$ cat config.mk
export PLATFORM = sky130hd
export DESIGN_NAME = core_sequencer
export DESIGN_NICKNAME = d
export VERILOG_FILES = /design/src/rtl/core_sequencer.sv
export SDC_FILE = /design/constraint.sdc
export NUM_CORES = 1
export LEC_CHECK = 0
export ABC_AREA = 1
export CAP_MARGIN = 20
export CORE_MARGIN = 10
export CORE_UTILIZATION = 44
export DETAILED_ROUTE_END_ITERATION = 10
export PLACE_DENSITY = 0.66
export SLEW_MARGIN = 10
export SYNTH_ARGS = -nofsm -noshare
export SYNTH_HDL_FRONTEND = slang
export SYNTH_SLANG_ARGS = --single-unit
$ cat constraint.sdc
create_clock -name clk -period 5.7 [get_ports clk]
set_clock_uncertainty 0.1 [all_clocks]
set_input_delay 1.71 -clock clk [delete_from_list [all_inputs] [get_ports clk]]
set_output_delay 1.71 -clock clk [all_outputs]
set_load 0.02 [all_outputs]
$ cat src/rtl/core_sequencer.sv
// Multi-cycle RV32I control sequencer: fetch/decode/execute/memory/writeback
// with bounded wait on memory handshakes and sticky halt on error.
module core_sequencer #(
  parameter int TIMEOUT = 16
) (
  input  logic        clk,
  input  logic        reset,
  input  logic [6:0]  opcode,
  input  logic        branch_taken,
  output logic        imem_req,
  input  logic        imem_ack,
  output logic        dmem_req,
  output logic        dmem_we,
  input  logic        dmem_ack,
  output logic        ir_write,
  output logic        pc_write,
  output logic        pc_sel,
  output logic        reg_write,
  output logic        instr_retired,
  output logic [31:0] retire_count,
  output logic        halted,
  output logic [1:0]  err_code,
  output logic [2:0]  state
);

  typedef enum logic [2:0] {
    S_IDLE = 3'd0, S_FETCH = 3'd1, S_DECODE = 3'd2, S_EXEC = 3'd3,
    S_MEM = 3'd4, S_WB = 3'd5, S_HALT = 3'd6
  } state_t;

  typedef enum logic [3:0] {
    C_NONE, C_R, C_I, C_LOAD, C_STORE, C_BRANCH, C_JAL, C_JALR, C_LUI, C_AUIPC
  } cls_t;

  localparam int CNT_W = (TIMEOUT < 2) ? 1 : $clog2(TIMEOUT + 1);
  localparam logic [CNT_W-1:0] CNT_LAST = CNT_W'((TIMEOUT > 0) ? TIMEOUT - 1 : 0);

  state_t           cur_state, nxt_state;
  cls_t             cls_q, cls_nxt;
  logic [CNT_W-1:0] wait_cnt, cnt_nxt;
  logic [1:0]       err_q, err_nxt;
  logic             timeout_hit;

  function automatic cls_t decode_class(input logic [6:0] op);
    case (op)
      7'b0110011: return C_R;
      7'b0010011: return C_I;
      7'b0000011: return C_LOAD;
      7'b0100011: return C_STORE;
      7'b1100011: return C_BRANCH;
      7'b1101111: return C_JAL;
      7'b1100111: return C_JALR;
      7'b0110111: return C_LUI;
      7'b0010111: return C_AUIPC;
      default:    return C_NONE;
    endcase
  endfunction

  // The last permitted wait cycle: an ack here still wins over the timeout.
  assign timeout_hit = (TIMEOUT > 0) && (wait_cnt == CNT_LAST);

  always_comb begin
    nxt_state     = cur_state;
    cls_nxt       = cls_q;
    cnt_nxt       = wait_cnt;
    err_nxt       = err_q;
    imem_req      = 1'b0;
    dmem_req      = 1'b0;
    dmem_we       = 1'b0;
    ir_write      = 1'b0;
    pc_write      = 1'b0;
    pc_sel        = 1'b0;
    reg_write     = 1'b0;
    instr_retired = 1'b0;
    halted        = 1'b0;
    case (cur_state)
      S_IDLE: begin
        nxt_state = S_FETCH;
        cnt_nxt   = '0;
      end
      S_FETCH: begin
        imem_req = 1'b1;
        if (imem_ack) begin
          ir_write  = 1'b1;
          nxt_state = S_DECODE;
        end else if (timeout_hit) begin
          nxt_state = S_HALT;
          err_nxt   = 2'b10;
        end else begin
          cnt_nxt = wait_cnt + CNT_W'(1);
        end
      end
      S_DECODE: begin
        cls_nxt = decode_class(opcode);
        if (cls_nxt == C_NONE) begin
          nxt_state = S_HALT;
          err_nxt   = 2'b01;
        end else begin
          nxt_state = S_EXEC;
        end
      end
      S_EXEC: begin
        if (cls_q == C_LOAD || cls_q == C_STORE) begin
          nxt_state = S_MEM;
          cnt_nxt   = '0;
        end else begin
          nxt_state = S_WB;
        end
      end
      S_MEM: begin
        dmem_req = 1'b1;
        dmem_we  = (cls_q == C_STORE);
        if (dmem_ack) begin
          if (cls_q == C_STORE) begin
            pc_write      = 1'b1;
            instr_retired = 1'b1;
            nxt_state     = S_FETCH;
            cnt_nxt       = '0;
          end else begin
            nxt_state = S_WB;
          end
        end else if (timeout_hit) begin
          nxt_state = S_HALT;
          err_nxt   = 2'b11;
        end else begin
          cnt_nxt = wait_cnt + CNT_W'(1);
        end
      end
      S_WB: begin
        pc_write      = 1'b1;
        instr_retired = 1'b1;
        reg_write     = (cls_q != C_BRANCH);
        pc_sel        = (cls_q == C_JAL) || (cls_q == C_JALR) ||
                        ((cls_q == C_BRANCH) && branch_taken);
        nxt_state     = S_FETCH;
        cnt_nxt       = '0;
      end
      S_HALT: begin
        halted = 1'b1;
      end
      default: begin
        nxt_state = S_HALT;
        err_nxt   = 2'b01;
      end
    endcase
  end

  always_ff @(posedge clk) begin
    if (reset) begin
      cur_state    <= S_IDLE;
      cls_q        <= C_NONE;
      wait_cnt     <= '0;
      err_q        <= 2'b00;
      retire_count <= 32'd0;
    end else begin
      cur_state <= nxt_state;
      cls_q     <= cls_nxt;
      wait_cnt  <= cnt_nxt;
      err_q     <= err_nxt;
      if (instr_retired) retire_count <= retire_count + 32'd1;
    end
  end

  assign state    = cur_state;
  assign err_code = err_q;

endmodule

==> impl_results.md, run 1 <==
* TritonCTS Buffers at 5
* Inserted Diodes at 0
* Maximum fanout along the worst path at 3
* Worst rel slew slack at 0.539
* Final-layout fill cell count at 714
* Initial antenna violation count at 0
* Leakage Power at 1.50 nW
* Core Footprint at 0.00687 mm2
* Critical path buffer and inverter count at 2
* Type of the worst setup path: in -> out
* Max Freq at 198 MHz
* Detail Placement HPWL at 6590 um
* Cells taking the most area after synthesis: sky130_fd_sc_hd__dfxtp_1 (29%), sky130_fd_sc_hd__nand2_1 (22%), sky130_fd_sc_hd__nor2_1 (10%)
* First-pass GRT wire length at 14900 um
* Vias in the first global route at 3212
* Worst hold slack at 0.384 ns
* H-tree level count at 2
* Setup repair after global routing missed its margin: no
* Worst stage delay on the critical path at 0.64 ns
* Synthesized cell area at 0.00314 mm2
* Count of clock tree sinks at 46
* Height of the die at 104 um
* DRC viols at 0
* Die extent in x at 104 um
* Number of warnings reported in the yosys synthesis log at 0
* Avg Cell Area, Syn at 6.13 um2
* PwrDens at 245 mW/mm2
* Final weighted congestion of routability-driven global placement at 0.854
* Final Max Slew Viols at 0
* Drt first-iter violations at 152
* Total die area at 0.0109 mm2
* Clock tree root driver cell: sky130_fd_sc_hd__clkbuf_8
* WL/cell at 13.1 um
* Slowest-stage cell, CP: sky130_fd_sc_hd__clkdlybuf4s50_1
* Maximum clock insertion buffer count at 2
* Capturing element type of the critical path: output pin
* Post-layout minimum cycle time at 5.05 ns
* Top Ports at 58
* MaxCap Viol Count at 0
* Global-route congestion overflow total at 0
* Category of cells accounting for the largest share of critical-path delay: buffers and inverters
* Register clock-pin slew on the reported worst setup and hold paths at 0.09 ns
* Post-Route M1 WL at 3670 um
* Run status: complete, no violations
* Number of input and output port buffers inserted at 57
* Highest Signal Layer: met4
* Std-Cell Rows at 30
* Measured slew at the worst slew-check pin at 0.690 ns
* Top cell by count, worst path: sky130_fd_sc_hd__clkdlybuf4s50_1
* Final period utilization at 0.885
* Total Wirelength at 8700 um
* Largest voltage drop on the vdd net at 0.137 mV
* Number of setup violations in the final report at 0
* Fin. Hold Viols at 0
* Overall Global Routing Usage at 0.159
* Cell count after synthesis at 512
* Largest net degree at the start of global routing at 37
* Number of post-CTS setup repair buffers at 0
* Cell Chain, Critical Path: clkdlybuf4s50_1, nand3_4, o21ai_4, clkdlybuf4s50_1
* Clock tree from TritonCTS: built
* Met2 routed WL at 4320 um
* Share of the core filled with cells in the final layout at 0.561
* Setup crit start kind: input port
* Initial core utilization at 0.457
* Total number of vias at 3358
* Total negative setup slack at 0 ns
* Total of hold buffers inserted after clock tree synthesis at 0
* Layout-stage area growth over the synthesis result at 22.8%
* Routed via count divided by cell count at 5.06
* Distinct cell type count of the synthesized netlist at 36
* CP required at 3.89 ns
* DR pass1 iterations at 5
* Post-synth top area cell: sky130_fd_sc_hd__dfxtp_1
* # nets final at 580
* Gates resized, CTS repair at 0
* Total power at 0.000942 W
* Class of the most critical hold timing path: reg -> reg
* Proportion of layout cells with a drive suffix above 1 at 0.0617
* Synth Net Count at 526
* Later-pin clock latency in the skew report at 0.31 ns
* Count of state elements after synthesis at 46
* Detail Route Antenna Nets at 0
* Length of routed met3 wiring at 593 um
* Fraction of synthesized cell area taken by the top area cell type at 0.293
* Proportion of synthesized chip area in sequential cells at 0.293
* Critical path arrival at 3.24 ns
[cell usage in the layout, fill, tap and decap left out, types with 9 or more instances in the layout]
cell and n:
sky130_fd_sc_hd__nand2_1 185, sky130_fd_sc_hd__nor2_1 84, sky130_fd_sc_hd__clkdlybuf4s50_1 57, sky130_fd_sc_hd__inv_1 47, sky130_fd_sc_hd__dfxtp_1 46, sky130_fd_sc_hd__a21oi_1 32, sky130_fd_sc_hd__nand3_1 19, sky130_fd_sc_hd__nand3b_1 14
sky130_fd_sc_hd__xor2_1 9, sky130_fd_sc_hd__nand4_1 9
[routing by layer]
layer	vias to the layer above	GRT usage
met3	14	0.0428
li1	1731	-
met4	0	0.0408
met1	1516	0.183
met5	-	0
met2	97	0.280
[cell type report]
class | count | area [um2] | share of cell area
clock buffer | 7 | 76.3 | 0.0198
clock inverter | 1 | 30.0 | 0.00779
inverter | 51 | 191 | 0.0497
multi-input combinational | 403 | 1930 | 0.501
sequential | 46 | 921 | 0.239
tap | 96 | 120 | 0.0312
timing repair buffer | 59 | 586 | 0.152
[cells in the mapped netlist (all sizes together)]
| library cell | number |
|---|---|
| nand3 | 22 |
| nand4 | 9 |
| o211ai | 2 |
| or2 | 1 |
| o211a | 1 |
| inv | 50 |
| o21ai | 11 |
| xnor2 | 3 |
| o22ai | 2 |
| clkbuf | 4 |
| ha | 2 |
| xor2 | 9 |
| nand3b | 14 |
| buf | 8 |
| a21oi | 35 |
| a21boi | 1 |
| nor3 | 8 |
| clkinv | 1 |
| nor2 | 92 |
| nand2 | 189 |
| dfxtp | 46 |
| a31oi | 2 |
[path summary, 6_finish.rpt]
path	end	cells after the start	startpoint	slack [ns]
max reg2reg	retire_count[4]$_SDFFE_PP0P_	8	state[0]$_SDFFE_PP0N_	3.60
min reg2reg	retire_count[4]$_SDFFE_PP0P_	2	retire_count[4]$_SDFFE_PP0P_	0.38
max	pc_write	4	dmem_ack	0.65
min	retire_count[4]$_SDFFE_PP0P_	2	retire_count[4]$_SDFFE_PP0P_	0.38
[sequential cells by signal, indices dropped and copies added (netlist names)]
name          flops
cls_q             4
err_code          2
retire_count     32
state             3
wait_cnt          5
[worst min-delay path: stages (launching register included)]
cell	delay, ns
sky130_fd_sc_hd__dfxtp_1	0.35
sky130_fd_sc_hd__inv_1	0.06
sky130_fd_sc_hd__a21oi_1	0.05
[per-stage QoR]
| step | setup slack (ns) | instance area [um2] | instances |
|---|---|---|---|
| floorplan | 1.50 | 3140 | 512 |
| global placement | 0.646 | 3750 | 655 |
| detailed placement | 0.648 | 3750 | 655 |
| CTS | 0.648 | 3850 | 663 |
| global route | 0.605 | 3850 | 663 |
| finish | 0.654 | 3850 | 663 |
[power by group]
group / switching, W / total [W] / internal [W]
clock network: 0.000114 / 0.000245 / 0.000131
registers: 0.0000434 / 0.000394 / 0.000350
logic: 0.000184 / 0.000304 / 0.000119
total: 0.000341 / 0.000942 / 0.000601
[kinds of logic (layout without fill, tap and decap cells)]
family	after synthesis	in the layout	synth area share
adders and majority gates	2	2	0.00797
xor gates and xnor gates	12	12	0.0335
and+or+nand+nor	335	335	0.470
buffers and inverters	63	118	0.0921
DFF	46	46	0.293
AOI/OAI and AO/OA	54	54	0.104
(Power assumes the default switching activity.)
==> inputs of run 2 (changes only) <==
Settings changed: ABC_CLOCK_PERIOD_IN_PS set to 5700, CORE_UTILIZATION 44 to 41, GPL_TIMING_DRIVEN set to 1, PLACE_DENSITY 0.66 to 0.62.
==> run 2 against run 1 <==
Compared with the run above: power grew 0.56%; sequential power is essentially flat; flip-flop and latch count is the same; critical endpoint is now instr_retired.
==> impl_results.md, run 2 (synthesized netlist as in run 1, its figures left out) <==
* Logic pwr share at 0.321
* Total of hold buffers inserted after clock tree synthesis at 0
* Fin. Hold Viols at 0
* Largest voltage drop on the vdd net at 0.214 mV
* Proportion of layout cells with a drive suffix above 1 at 0.0636
* First-pass GRT wire length at 14600 um
* Total negative setup slack at 0 ns
* Most used cells in the layout excluding fill and tap cells: sky130_fd_sc_hd__nand2_1 (185), sky130_fd_sc_hd__nor2_1 (84), sky130_fd_sc_hd__clkdlybuf4s50_1 (57), sky130_fd_sc_hd__inv_1 (47), sky130_fd_sc_hd__dfxtp_1 (46)
* Layout-stage area growth over the synthesis result at 23.1%
* Leading cell type in the layout, fill and taps excluded: sky130_fd_sc_hd__nand2_1
* Final weighted congestion of routability-driven global placement at 0.928
* TritonCTS Buffers at 5
* Final period utilization at 0.884
* Critical path arrival at 3.23 ns
* Worst hold slack at 0.385 ns
* Detail Placement HPWL at 6780 um
* Measured slew at the worst slew-check pin at 0.682 ns
* # nets final at 580
* Switch Pwr at 0.000338 W
* Seq pwr share at 0.416
* PwrDens at 245 mW/mm2
* Final Max Slew Viols at 0
* Count of clock tree sinks at 46
* Largest net degree at the start of global routing at 37
* Vias in the first global route at 3064
* Setup repair after global routing missed its margin: no
* Capturing element type of the critical path: output pin
* Core Footprint at 0.00733 mm2
* Maximum fanout along the worst path at 3
* Register with the highest flop count: retire_count
* Post-layout minimum cycle time at 5.04 ns
* Worst rel slew slack at 0.544
* Die extent in x at 108 um
* Later-pin clock latency in the skew report at 0.30 ns
* Number of setup violations in the final report at 0
* Top Ports at 58
* Initial core utilization at 0.428
* Gates resized, CTS repair at 0
* Global-route congestion overflow total at 0
* Max reg flops at 32
* Total number of vias at 3212
* Register clock-pin slew on the reported worst setup and hold paths at 0.08 ns
* MaxCap Viol Count at 0
* Routed via count divided by cell count at 4.83
* Maximum clock insertion buffer count at 2
* Leakage Power at 1.51 nW
* Initial antenna violation count at 0
* Number of input and output port buffers inserted at 57
* Switching share of power at 0.356
* Type of the worst setup path: in -> out
* Drt first-iter violations at 171
* Height of the die at 108 um
* Number of post-CTS setup repair buffers at 0
* Largest registers ranked by flip-flop count: retire_count x32, wait_cnt x5, cls_q x4
* Inserted Diodes at 0
* WL/cell at 13.2 um
* Internal power summed over all cells at 0.000610 W
* Overall Global Routing Usage at 0.152
* Run status: complete, no violations
* Total Wirelength at 8780 um
* Std-Cell Rows at 31
* Placed inst area at 0.00375 mm2
* Cell area after layout at 0.00386 mm2
* Detail Route Antenna Nets at 0
* DR pass1 iterations at 4
* Clock share of power at 0.263
* DRC viols at 0
* Clock tree root driver cell: sky130_fd_sc_hd__clkbuf_8
* Total die area at 0.0116 mm2
* Setup crit start kind: input port
* Class of the most critical hold timing path: reg -> reg
* H-tree level count at 2
* Clock tree from TritonCTS: built
* CP required at 3.89 ns
* Max Freq at 198 MHz
==> run 2: critical path: stages <==
cell and delay (ns):
sky130_fd_sc_hd__clkdlybuf4s50_1 0.53, sky130_fd_sc_hd__nand3_4 0.12, sky130_fd_sc_hd__o21ai_4 0.23, sky130_fd_sc_hd__clkdlybuf4s50_1 0.64
==> run 2: final timing paths <==
path	end	slack [ns]	startpoint	cells after the start
worst min-delay path	wait_cnt[4]$_SDFFE_PP0P_	0.38	wait_cnt[4]$_SDFFE_PP0P_	2
worst max-delay path	instr_retired	0.66	dmem_ack	4
worst min register to register	wait_cnt[4]$_SDFFE_PP0P_	0.38	wait_cnt[4]$_SDFFE_PP0P_	2
worst max register to register	retire_count[4]$_SDFFE_PP0P_	3.61	state[0]$_SDFFE_PP0N_	8
==> run 2: power by group through the flow <==
stage	Combinational (W)	Clock, W	Sequential (W)
finish	0.000304	0.000250	0.000394
global route	0.000344	0.000273	0.000400
CTS	0.000307	0.000259	0.000394
detailed placement	0.000304	0	0.000401
global placement	0.000305	0	0.000401
floorplan	0.000223	0	0.000397
==> run 2: final cells by class <==
type / instances / area, um2
inverters: 51 / 191
multi-input cells: 403 / 1930
repair buffers: 59 / 586
fillers: 745 / 3470
flip-flops and latches: 46 / 921
clock inverters: 1 / 30.0
well taps: 99 / 124
clock buffers: 6 / 82.6
==> run 2: metal layers <==
layer	routed length (um)	GRT usage	vias up
met5	0	0	-
met4	142	0.0363	0
met3	513	0.0503	11
met2	4250	0.272	60
met1	3870	0.168	1417
li1	-	-	1724
==> run 2: per-stage QoR <==
| stage | util | worst slack, ns | total power [W] | instances |
|---|---|---|---|---|
| 2_1_floorplan | - | 1.50 | 0.000621 | 512 |
| 3_3_place_gp | 0.512 | 0.648 | 0.000706 | 658 |
| 3_5_place_dp | 0.512 | 0.640 | 0.000705 | 658 |
| 4_1_cts | 0.527 | 0.640 | 0.000959 | 665 |
| 5_1_grt | 0.527 | 0.593 | 0.00102 | 665 |
| 6_report | 0.527 | 0.661 | 0.000948 | 665 |
==> inputs of run 3 (changes only) <==
Settings changed: CORE_UTILIZATION 41 to 50, PLACE_DENSITY 0.62 to 0.74.
==> run 3 against run 2 <==
Compared with the run above: final area shrank 0.87%; sequential power is essentially flat; flip-flop and latch count is the same; worst setup slack lost 0.0053 ns; critical path depth is the same; combinational power is essentially flat; routed wire length shrank 1.9%; die area shrank 15%; global-route usage grew 2.5 points; worst hold slack lost 0.0047 ns; largest cell class unchanged; largest power group unchanged; highest routed layer unchanged.
==> impl_results.md, run 3 (synthesized netlist as in run 1, its figures left out) <==
* Max reg flops at 32
* Class of the most critical hold timing path: reg -> reg
* Clock tree from TritonCTS: built
* Cell Chain, Critical Path: clkdlybuf4s50_1, nand3_4, o21ai_4, clkdlybuf4s50_1
* Final non-filler cell total at 642
* Total die area at 0.00985 mm2
* Leakage Power at 1.51 nW
* Worst reg2reg path depth at 8
* Post-layout minimum cycle time at 5.04 ns
* Worst stage delay on the critical path at 0.64 ns
* Largest net degree at the start of global routing at 37
* Register clock-pin slew on the reported worst setup and hold paths at 0.08 ns
* Layout-stage area growth over the synthesis result at 22.0%
* Run status: complete, no violations
* Inserted Diodes at 0
* Routed via count divided by cell count at 5.10
* Drt first-iter violations at 157
* End of the worst register-to-register path: retire_count[4]$_SDFFE_PP0P_
* Number of input and output port buffers inserted at 57
* Core Footprint at 0.00599 mm2
* MaxCap Viol Count at 0
* Worst Hold Path EP: retire_count[4]$_SDFFE_PP0P_
* Worst setup slack for register-to-register paths at 3.59 ns
* Critical path buffer and inverter count at 2
* TritonCTS Buffers at 5
* Initial antenna violation count at 0
* Total Wirelength at 8610 um
* Start point of the worst min-delay path: retire_count[4]$_SDFFE_PP0P_
* DRC viols at 0
* Fin. Hold Viols at 0
* Vias in the first global route at 3173
* Later-pin clock latency in the skew report at 0.31 ns
* Most used cells in the layout excluding fill and tap cells: sky130_fd_sc_hd__nand2_1 (185), sky130_fd_sc_hd__nor2_1 (84), sky130_fd_sc_hd__clkdlybuf4s50_1 (57), sky130_fd_sc_hd__inv_1 (47), sky130_fd_sc_hd__dfxtp_1 (46)
* Largest registers ranked by flip-flop count: retire_count x32, wait_cnt x5, cls_q x4
* Slowest-stage cell, CP: sky130_fd_sc_hd__clkdlybuf4s50_1
* Max Freq at 198 MHz
* Measured slew at the worst slew-check pin at 0.687 ns
* Total of hold buffers inserted after clock tree synthesis at 0
* Number of setup violations in the final report at 0
* Register with the highest flop count: retire_count
* Proportion of layout cells with a drive suffix above 1 at 0.0653
* Detail Placement HPWL at 6650 um
* Hold path cells at 2
* Overall Global Routing Usage at 0.177
* Leading cell type in the layout, fill and taps excluded: sky130_fd_sc_hd__nand2_1
* PwrDens at 246 mW/mm2
* Gates resized, CTS repair at 0
* Final weighted congestion of routability-driven global placement at 0.916
* Top Ports at 58
* Clock tree root driver cell: sky130_fd_sc_hd__clkbuf_8
* Setup repair after global routing missed its margin: no
* # nets final at 580
* DR pass1 iterations at 4
* Global-route congestion overflow total at 0
* Worst rel slew slack at 0.541
* Std-Cell Rows at 28
* Final worst setup slack at 0.655 ns
* Initial core utilization at 0.524
* Count of clock tree sinks at 46
* Top cell by count, worst path: sky130_fd_sc_hd__clkdlybuf4s50_1
* Setup crit start kind: input port
* Final Max Slew Viols at 0
* Startpoint of the worst register-to-register path: state[0]$_SDFFE_PP0N_
* Die extent in x at 99.2 um
* First-pass GRT wire length at 14800 um
* Height of the die at 99.2 um
* Maximum fanout along the worst path at 3
* Maximum clock insertion buffer count at 2
* Number of cells in the design after placement at 634
* Detail Route Antenna Nets at 0
* Category of cells accounting for the largest share of critical-path delay: buffers and inverters
* Total number of vias at 3272
* Largest voltage drop on the vdd net at 0.164 mV
* Type of the worst setup path: in -> out
* CP required at 3.89 ns
* Capturing element type of the critical path: output pin
* Critical path arrival at 3.23 ns
* Setup slack after placement at 0.646 ns
* WL/cell at 13.4 um
* Total negative setup slack at 0 ns
* H-tree level count at 2
* Final period utilization at 0.885
* Number of post-CTS setup repair buffers at 0
run 3: power breakdown:
group | switching, W | total, W | internal [W] | leakage, nW
Sequential | 0.0000428 | 0.000393 | 0.000350 | 0.372
Combinational | 0.000184 | 0.000304 | 0.000119 | 1.08
Clock | 0.000118 | 0.000247 | 0.000129 | 0.0579
run 3: metrics by stage:
step            util  area (um2)  hold slack [ns]  total power (W)
6_report       0.639        3830            0.380         0.000944
3_5_place_dp   0.621        3720            0.357         0.000703
5_1_grt        0.639        3830            0.412          0.00101
3_3_place_gp   0.621        3720            0.353         0.000700
4_1_cts        0.639        3830            0.382         0.000949
2_1_floorplan      -        3140            0.346         0.000621
run 3: layout make-up:
| cell class | count | area (um2) |
|---|---|---|
| inverters | 51 | 191 |
| multi-input cells | 403 | 1930 |
| clock inverters | 3 | 40.0 |
| well taps | 75 | 93.8 |
| repair buffers | 59 | 586 |
| flip-flops and latches | 46 | 921 |
| fillers | 600 | 2160 |
| clock buffers | 5 | 68.8 |
run 3: worst max-delay path by stage:
stage               startpoint       endpoint  slack (ns)  cells past startpoint
finish                dmem_ack  instr_retired        0.66                      4
global placement      dmem_ack       pc_write        0.66                      4
detailed placement    dmem_ack       pc_write        0.65                      4
global route          dmem_ack       pc_write        0.61                      4
CTS                   dmem_ack       pc_write        0.65                      4
floorplan             dmem_ack       pc_write        1.50                      4
run 3: worst reg2reg max path: stages (launching register included):
cell	delay, ns
sky130_fd_sc_hd__dfxtp_1	0.65
sky130_fd_sc_hd__nor2_4	0.12
sky130_fd_sc_hd__nand3_4	0.11
sky130_fd_sc_hd__inv_1	0.08
sky130_fd_sc_hd__a21boi_4	0.57
sky130_fd_sc_hd__nor2_1	0.18
sky130_fd_sc_hd__nand2_1	0.10
sky130_fd_sc_hd__nand2_1	0.05
sky130_fd_sc_hd__a21oi_1	0.11
run 3: routing by layer:
layer,GRT usage,up-vias,share of wire
met4,0.0474,0,0.017
met2,0.309,74,0.48
met1,0.204,1461,0.44
li1,-,1724,-
met3,0.0519,13,0.061
met5,0,-,0
